$ cat src/rtl/fetch_pkg.sv
// Shared defaults, halt-word encoding and fetch FSM state type for the fetch sequencer.
package fetch_pkg;
   localparam int ADDR_W_DEF   = 6;
   localparam int INSTR_W_DEF  = 32;
   localparam int RESET_PC_DEF = 0;
   localparam logic [31:0] HALT_WORD = 32'h0;

   typedef enum logic [1:0] {S_IDLE, S_FETCH, S_HALT} state_t;
endpackage

$ cat src/rtl/fetch_out_reg.sv
// Instruction holding register toward decode: loads a fetched word, flushes on redirect/halt.
// room reports that the register is empty or being drained by decode this cycle.
module fetch_out_reg #(
   parameter int ADDR_W  = 6,
   parameter int INSTR_W = 32
) (
   input  logic               clk,
   input  logic               rst,
   input  logic               load,
   input  logic               flush,
   input  logic               ready,
   input  logic [INSTR_W-1:0] d_instr,
   input  logic [ADDR_W-1:0]  d_pc,
   output logic               room,
   output logic [INSTR_W-1:0] instr_out,
   output logic [ADDR_W-1:0]  instr_pc,
   output logic               instr_valid
);
   assign room = !instr_valid || ready;

   always_ff @(posedge clk or posedge rst) begin
      if (rst) begin
         instr_out   <= '0;
         instr_pc    <= '0;
         instr_valid <= 1'b0;
      end else if (flush) begin
         instr_valid <= 1'b0;
      end else if (load) begin
         instr_out   <= d_instr;
         instr_pc    <= d_pc;
         instr_valid <= 1'b1;
      end
   end
endmodule

$ cat src/rtl/fetch_sequencer.sv
// PC sequencer and fetch stage: one word/cycle into a valid/ready register, redirect beats load.
// Define FETCH_HALT_EN to stop fetching (HALT state) on an all-zero instruction word.
module fetch_sequencer
   import fetch_pkg::*;
#(
   parameter int ADDR_W   = ADDR_W_DEF,
   parameter int INSTR_W  = INSTR_W_DEF,
   parameter int RESET_PC = RESET_PC_DEF
) (
   input  logic               clk,
   input  logic               rst,
   input  logic               start,
   output logic [ADDR_W-1:0]  pc_addr,
   input  logic [INSTR_W-1:0] instr_in,
   output logic [INSTR_W-1:0] instr_out,
   output logic [ADDR_W-1:0]  instr_pc,
   output logic               instr_valid,
   input  logic               instr_ready,
   input  logic               redirect_valid,
   input  logic [ADDR_W-1:0]  redirect_addr,
   output logic               halted
);
   state_t            state, state_nxt;
   logic [ADDR_W-1:0] pc_nxt;
   logic              load, flush, room;

   fetch_out_reg #(.ADDR_W(ADDR_W), .INSTR_W(INSTR_W)) u_out (
      .clk         (clk),
      .rst         (rst),
      .load        (load),
      .flush       (flush),
      .ready       (instr_ready),
      .d_instr     (instr_in),
      .d_pc        (pc_addr),
      .room        (room),
      .instr_out   (instr_out),
      .instr_pc    (instr_pc),
      .instr_valid (instr_valid)
   );

   always_ff @(posedge clk or posedge rst) begin
      if (rst) begin
         state   <= S_IDLE;
         pc_addr <= ADDR_W'(RESET_PC);
         halted  <= 1'b0;
      end else begin
         state   <= state_nxt;
         pc_addr <= pc_nxt;
         halted  <= (state_nxt == S_HALT);
      end
   end

   always_comb begin
      state_nxt = state;
      pc_nxt    = pc_addr;
      load      = 1'b0;
      flush     = 1'b0;
      case (state)
         S_IDLE: begin
            if (start) begin
               state_nxt = S_FETCH;
               pc_nxt    = ADDR_W'(RESET_PC);
            end
         end
         S_FETCH: begin
            // A taken redirect drops whatever is held; a word accepted this cycle is still consumed.
            if (redirect_valid) begin
               pc_nxt = redirect_addr;
               flush  = 1'b1;
            end else if (room) begin
`ifdef FETCH_HALT_EN
               if (instr_in == INSTR_W'(HALT_WORD)) begin
                  flush     = 1'b1;
                  state_nxt = S_HALT;
               end else begin
                  load   = 1'b1;
                  pc_nxt = pc_addr + 1'b1;
               end
`else
               load   = 1'b1;
               pc_nxt = pc_addr + 1'b1;
`endif
            end
         end
         S_HALT: begin
            if (redirect_valid) begin
               state_nxt = S_FETCH;
               pc_nxt    = redirect_addr;
            end else if (start) begin
               state_nxt = S_FETCH;
               pc_nxt    = ADDR_W'(RESET_PC);
            end
         end
         default: state_nxt = S_IDLE;
      endcase
   end
endmodule

$ cat config.mk
export PLATFORM = sky130hd
export DESIGN_NAME = fetch_sequencer
export DESIGN_NICKNAME = d
export VERILOG_FILES = /design/src/rtl/fetch_pkg.sv /design/src/rtl/fetch_out_reg.sv /design/src/rtl/fetch_sequencer.sv
export SDC_FILE = /design/constraint.sdc
export NUM_CORES = 1
export LEC_CHECK = 0
export ABC_AREA = 1
export CAP_MARGIN = 5
export CORE_ASPECT_RATIO = 1.2
export CORE_UTILIZATION = 55
export CTS_CLUSTER_SIZE = 12
export DETAILED_ROUTE_END_ITERATION = 8
export DONT_BUFFER_PORTS = 1
export GPL_ROUTABILITY_DRIVEN = 0
export GPL_TIMING_DRIVEN = 0
export PLACE_DENSITY = 0.7
export SLEW_MARGIN = 20
export SYNTH_ARGS = -nofsm -noshare
export SYNTH_HDL_FRONTEND = slang
export SYNTH_HIERARCHICAL = 1
export SYNTH_SLANG_ARGS = --single-unit
$ cat constraint.sdc
create_clock -name clk -period 1.7 [get_ports clk]
set_input_delay 0.255 -clock clk [delete_from_list [all_inputs] [get_ports clk]]
set_output_delay 0.255 -clock clk [all_outputs]
set_load 0.05 [all_outputs]
### Word-level counts from Yosys, hierarchy flattened

Cells that the tools add are included.

| cells by class | value |
|---|---|
| add/subtract/negate cells | 1 |
| multipliers | 0 |
| divide/modulo/power cells | 0 |
| order comparisons | 0 |
| eq/ne operators | 4 |
| shifts and indexed selects | 0 |
| multiplexer cells | 15 |
| bitwise operators | 1 |
| reduce and logical (&&, ||, !) cells | 7 |

Operator list:

| cell | count |
|---|---|
| 2-to-1 mux 6 bit | 4 |
| one-hot mux 6 bit (3 select lines) | 1 |
| 2-to-1 mux 1 bit | 7 |
| adder 6 x 1 -> 6 bit, second input constant | 1 |
| one-hot mux 2 bit (3 select lines) | 1 |
| equality test 2 bit, second input constant | 2 |
| 2-to-1 mux 2 bit | 2 |
| AND reduction 2 bit | 2 |
| != test 3 bit, second input constant | 1 |
| nonzero test 3 bit | 1 |
| equality test 2 x 1 -> 1 bit, second input constant | 1 |
| logical NOT 2 bit | 1 |
| nonzero test 2 bit | 1 |
| logical NOT 1 bit | 1 |
| logical OR 1 bit | 1 |
| NOT 1 bit | 1 |

| storage, ports and cells | value |
|---|---|
| register bits after elaboration | 48 |
| bits in latches | 0 |
| bits in writable memories | 0 |
| bits in read-only memories | 0 |
| input bits | 43 |
| output and inout port bits | 46 |
| memories | 0 |

### Depth between registers and ports, before layout

| depth | value |
|---|---|
| depth after elaboration | 7 |
| depth in mapped cells | 10 |

### Hierarchy

Netlist, hierarchy kept.

Modules (own cells, without submodules):

| module | instances | cells each | area each (µm²) |
|---|---|---|---|
| fetch_out_reg | 1 | 171 | 1,560.2 |
| fetch_sequencer | 1 | 98 | 688.2 |

### Worst setup path after synthesis

OpenSTA, ideal clock, no wires.

| timing | value |
|---|---|
| path type | register to register |
| start | register u_out.instr_valid |
| end | register u_out.instr_pc[2] |
| library setup time | 119 ps |
| arrival time | 1,562 ps |
| required time | 1,581 ps |
| setup slack | 19 ps |
| stages on the path, launching flop included | 9 |
| path buffers | 2 |
| cell sequence | dfrtp_1 -> inv_1 -> or2_2 -> inv_1 -> nor2_2 -> buf_4 -> buf_4 -> nand3_1 -> nand2_1 |

| on the way | value |
|---|---|
| cells in the longest elaborated chain, start to end | 6 |

Ends and longest elaborated chain:

| what | RTL line | source |
|---|---|---|
| start: declaration | fetch_out_reg.sv:17 | `output logic instr_valid` |
| start signal: assignment | fetch_out_reg.sv:25 | `instr_valid <= 1'b0;` |
| start signal: assignment | fetch_out_reg.sv:27 | `instr_valid <= 1'b0;` |
| start signal: assignment | fetch_out_reg.sv:31 | `instr_valid <= 1'b1;` |
| logical NOT 1 bit | fetch_out_reg.sv:19 | `assign room = !instr_valid \|\| ready;` |
| logical OR 1 bit | fetch_out_reg.sv:19 |  |
| named net room | fetch_sequencer.sv:25 | `logic load, flush, room;` |
| 2-to-1 mux 1 bit | fetch_sequencer.sv:70 | `end else if (room) begin` |
| 2-to-1 mux 1 bit | fetch_sequencer.sv:67 | `if (redirect_valid) begin` |
| 2-to-1 mux 1 bit | fetch_sequencer.sv:58 | `case (state)` |
| named net load | fetch_sequencer.sv:25 |  |
| AND reduction 2 bit (no source line) | -- |  |
| end signal: assignment | fetch_out_reg.sv:30 | `instr_pc <= d_pc;` |
| end: declaration | fetch_out_reg.sv:16 | `output logic [ADDR_W-1:0] instr_pc,` |

The timed path passes the listed nets, and every way through them passes these cells.
A chain may end at the register's enable or synchronous reset.

### Worst setup path in the final report

| timing | value |
|---|---|
| start | register u_out.instr_valid |
| end | register u_out.instr_out[9] |

| on the way | value |
|---|---|
| cells in the longest elaborated chain, start to end | 6 |

Ends and longest elaborated chain:

| what | RTL line | source |
|---|---|---|
| logical NOT 1 bit | fetch_out_reg.sv:19 |  |
| logical OR 1 bit | fetch_out_reg.sv:19 |  |
| named net room | fetch_sequencer.sv:25 |  |
| 2-to-1 mux 1 bit | fetch_sequencer.sv:70 |  |
| 2-to-1 mux 1 bit | fetch_sequencer.sv:67 |  |
| 2-to-1 mux 1 bit | fetch_sequencer.sv:58 |  |
| named net load | fetch_sequencer.sv:25 |  |
| AND reduction 2 bit (no source line) | -- |  |
| end signal: assignment | fetch_out_reg.sv:29 | `instr_out <= d_instr;` |
| end: declaration | fetch_out_reg.sv:15 | `output logic [INSTR_W-1:0] instr_out,` |

The timed path passes the listed nets, and every way through them passes these cells.

==> load_flow_metrics.sql <==
INSERT INTO impl_metrics (metric_group, metric, value, unit) VALUES
('setup_path', 'critical_path.max_fanout', '10', ''),
('synthesis', 'synth_seq_area_share', '53.4', '%'),
('layout', 'layout.cells.most_common', 'nand2_1', ''),
('die', 'design.die.area', '4350', 'um2'),
('layout', 'stdcell_count', '337', ''),
('hold_path', 'worst_min_path_class', 'primary input to register', ''),
('timing', 'worst_slew_pin_slew', '675', 'ps'),
('global_route', 'vias_in_the_first_global_route', '1647', ''),
('global_route', 'groute.usage.overall', '21.9', '%'),
('timing', 'finalHoldViolCount', '0', ''),
('layout', 'count_of_antenna_diodes_in_the_layout', '0', ''),
('job', 'maxCapViolations', '0', ''),
('setup_path', 'crit_slowest_cell', 'dfrtp_2', ''),
('layout', 'nNetsFinal', '330', ''),
('power_and_ir_drop', 'power.density_cell_area', '1310', 'nW/um2'),
('synthesis', 'number_of_distinct_library_cell_variants_in_the_gate_level_netlist_after_synthesis', '25', ''),
('synthesis', 'synth_largest_type_area_fraction', '53.4', '%'),
('timing', 'rsz_0062_raised_after_global_routing', 'false', ''),
('synthesis', 'synthCells', '269', ''),
('synthesis', 'synth.area.top_cells', 'dfrtp_1 53%, nand2_1 19%, nand3_1 9.8%', ''),
('timing', 'slew_violations', '0', ''),
('drt', 'drtAntennaViolNets', '0', ''),
('setup_path', 'r2r_setup_slack', '110', 'ps'),
('timing', 'maxSlewHeadroom', '55.0', '%'),
('hold_path', 'hold_path.startpoint', 'instr_in[23]', ''),
('clock_tree', 'path_clk_slew', '80', 'ps'),
('clock_tree', 'cts_tree', 'built', ''),
('hold_path', 'min_to', 'u_out/instr_out[23]', ''),
('clock_tree', 'clockBufferDepth', '2', ''),
('power_and_ir_drop', 'vdd.ir_drop.worst', '0.602', 'mV'),
('clock_tree', 'clk_latency', '280', 'ps'),
('synthesis', 'ys_ff_latch', '48', ''),
('setup_path', 'worst_r2r_endpoint', 'u_out/instr_out[9]', ''),
('setup_path', 'cpMostUsedCell', 'buf_4', ''),
('synthesis', 'synth.largest_area_cell', 'dfrtp_1', ''),
('clock_tree', 'cts.root.buffer_cell', 'clkbuf_8', ''),
('synthesis', 'synthesis.nets', '317', ''),
('synthesis', 'synth-edff-count', '0', ''),
('run_status', 'result_of_the_run', 'complete, no violations', ''),
('placement', 'buffer_ports.inserted', '0', ''),
('setup_path', 'worst_path_max_stage_delay', '530', 'ps'),
('global_route', 'globalRoute.totalOverflow', '0', ''),
('drt', 'vias', '1783', ''),
('setup_path', 'worst_r2r_startpoint', 'u_out/instr_valid', ''),
('placement', 'detailed_place_hpwl', '3340', 'um'),
('layout', 'area.growth.synth_to_final', '12.6', '%'),
('die', 'core', '3940', 'um2'),
('die', 'width_of_the_die', '60.4', 'um'),
('timing', 'setup_violations', '0', ''),
('die', 'fp-row-count', '25', ''),
('clock_tree', 'htree_num_levels', '2', ''),
('setup_path', 'timing_worst_setup_path_type', 'register to register', ''),
('timing', 'worst_clock_skew', '3.65', 'ps'),
('layout', 'final_design_area_no_fill', '2530', 'um2'),
('setup_path', 'startpoint_type', 'register', ''),
('synthesis', 'synthArstFlopShare', '100', '%'),
('die', 'die_height', '72.0', 'um'),
('drt', 'detailed_route_wl', '4640', 'um'),
('timing', 'fin_crit', '1590', 'ps'),
('setup_path', 'end_kind', 'register', ''),
('power_and_ir_drop', 'total_leakage_power', '0.00137', 'uW'),
('drt', 'number_of_drc_violations_after_detailed_routing', '0', ''),
('clock_tree', 'tritoncts_num_sinks', '48', ''),
('drt', 'wl_per_cell', '13.8', 'um'),
('setup_path', 'cp_cell_sequence', 'inv_1 -> or2_4 -> inv_2 -> nor2_4 -> buf_4 -> buf_4 -> nand3_1 -> nand2_1', ''),
('placement', 'dpl.cell_count', '324', ''),
('drt', 'drt-vias-per-instance', '5.29', ''),
('synthesis', 'synth_ff_type', 'dfrtp_1', ''),
('global_route', 'grt_start_max_net_pins', '33', ''),
('setup_path', 'arrival', '1770', 'ps'),
('placement', 'placed_cell_area', '2340', 'um2');
## Yosys cell counts, types with 2 or more instances
cell and instances:
nor2_2 2, inv_2 4, o21ai_0 3, nand4_1 2
nand2_4 3, nor2_1 8, o21ai_1 2, dfrtp_1 48
buf_2 3, buf_4 7, ha_1 5, nand2_1 113
nand3_1 44, inv_1 14
## power breakdown
| part | total [uW] | switching [uW] | internal [uW] |
|---|---|---|---|
| Sequential | 2100 | 793 | 1310 |
| Combinational | 358 | 213 | 145 |
| Clock | 865 | 347 | 519 |
## timing repair
item | 4_1_cts | 5_1_grt
hold buffers | 1 | 0
setup buffers | 4 | 0
cloned | 0 | 0
setup endpoints to repair | 39 | 29
endpoints found under the hold margin | 16 | 0
gates resized for setup | 5 | 6
## area by class of cell
class                      count  area, um2
clock buffer                   7       96.3
inverter                      18       67.6
timing repair buffer           6       60.1
tap                           54       67.6
buffer                        12       87.6
multi-input combinational    191        917
sequential                    48       1200
clock inverter                 1       30.0
fill                         362       1410
## how the worst max path moves through the flow
stage                 startpoint                  end  slack [ps]  cells past startpoint
2_1_floorplan  u_out/instr_valid    u_out/instr_pc[2]          20                      8
3_5_place_dp   u_out/instr_valid    u_out/instr_valid        -150                      8
5_1_grt                 state[1]  u_out/instr_out[27]           7                      8
6_report       u_out/instr_valid   u_out/instr_out[9]         110                      8
3_3_place_gp   u_out/instr_valid    u_out/instr_valid        -150                      8
4_1_cts        u_out/instr_valid   u_out/instr_out[9]          20                      8
## metal layers
layer  up-vias  global-route usage (%)  part of all wire, %
met4         0                    7.24                  1.7
li1        876                       -                    -
met5         -                       0                    0
met3         8                    5.70                  6.0
met2        65                    36.9                   50
met1       834                    26.8                   42
## cells by family after synthesis
family / synth area share (%)
AO/OA/AOI/OAI: 3.51
XOR/XNOR: 0.390
adder cells (fa/ha/maj): 2.78
buffers and inverters: 6.68
flip-flops: 53.4
AND/OR/NAND/NOR: 33.2
## sequential cells by signal, summed over array words and instances, names as in the netlist
register           flops
u_out/instr_valid      1
state                  2
pc_addr                6
halted                 1
u_out/instr_out       32
u_out/instr_pc         6
## metrics by stage
stage / setup WS, ps / hold slack [ps] / setup TNS (ps)
floorplan: 19.1 / 82.9 / 0
global placement: -149 / 130 / -2820
detailed placement: -154 / 63.1 / -2980
CTS: 21.2 / 97.5 / 0
global route: 7.05 / 95.7 / 0
finish: 111 / 103 / 0
## critical path: cells and delay by family (launching register included)
| kind | cells | cell delay (ps) |
|---|---|---|
| flip-flops | 1 | 530 |
| buffers and inverters | 4 | 510 |
| AND/OR/NAND/NOR | 4 | 440 |
Note: power is estimated with default switching activity, not from simulation.
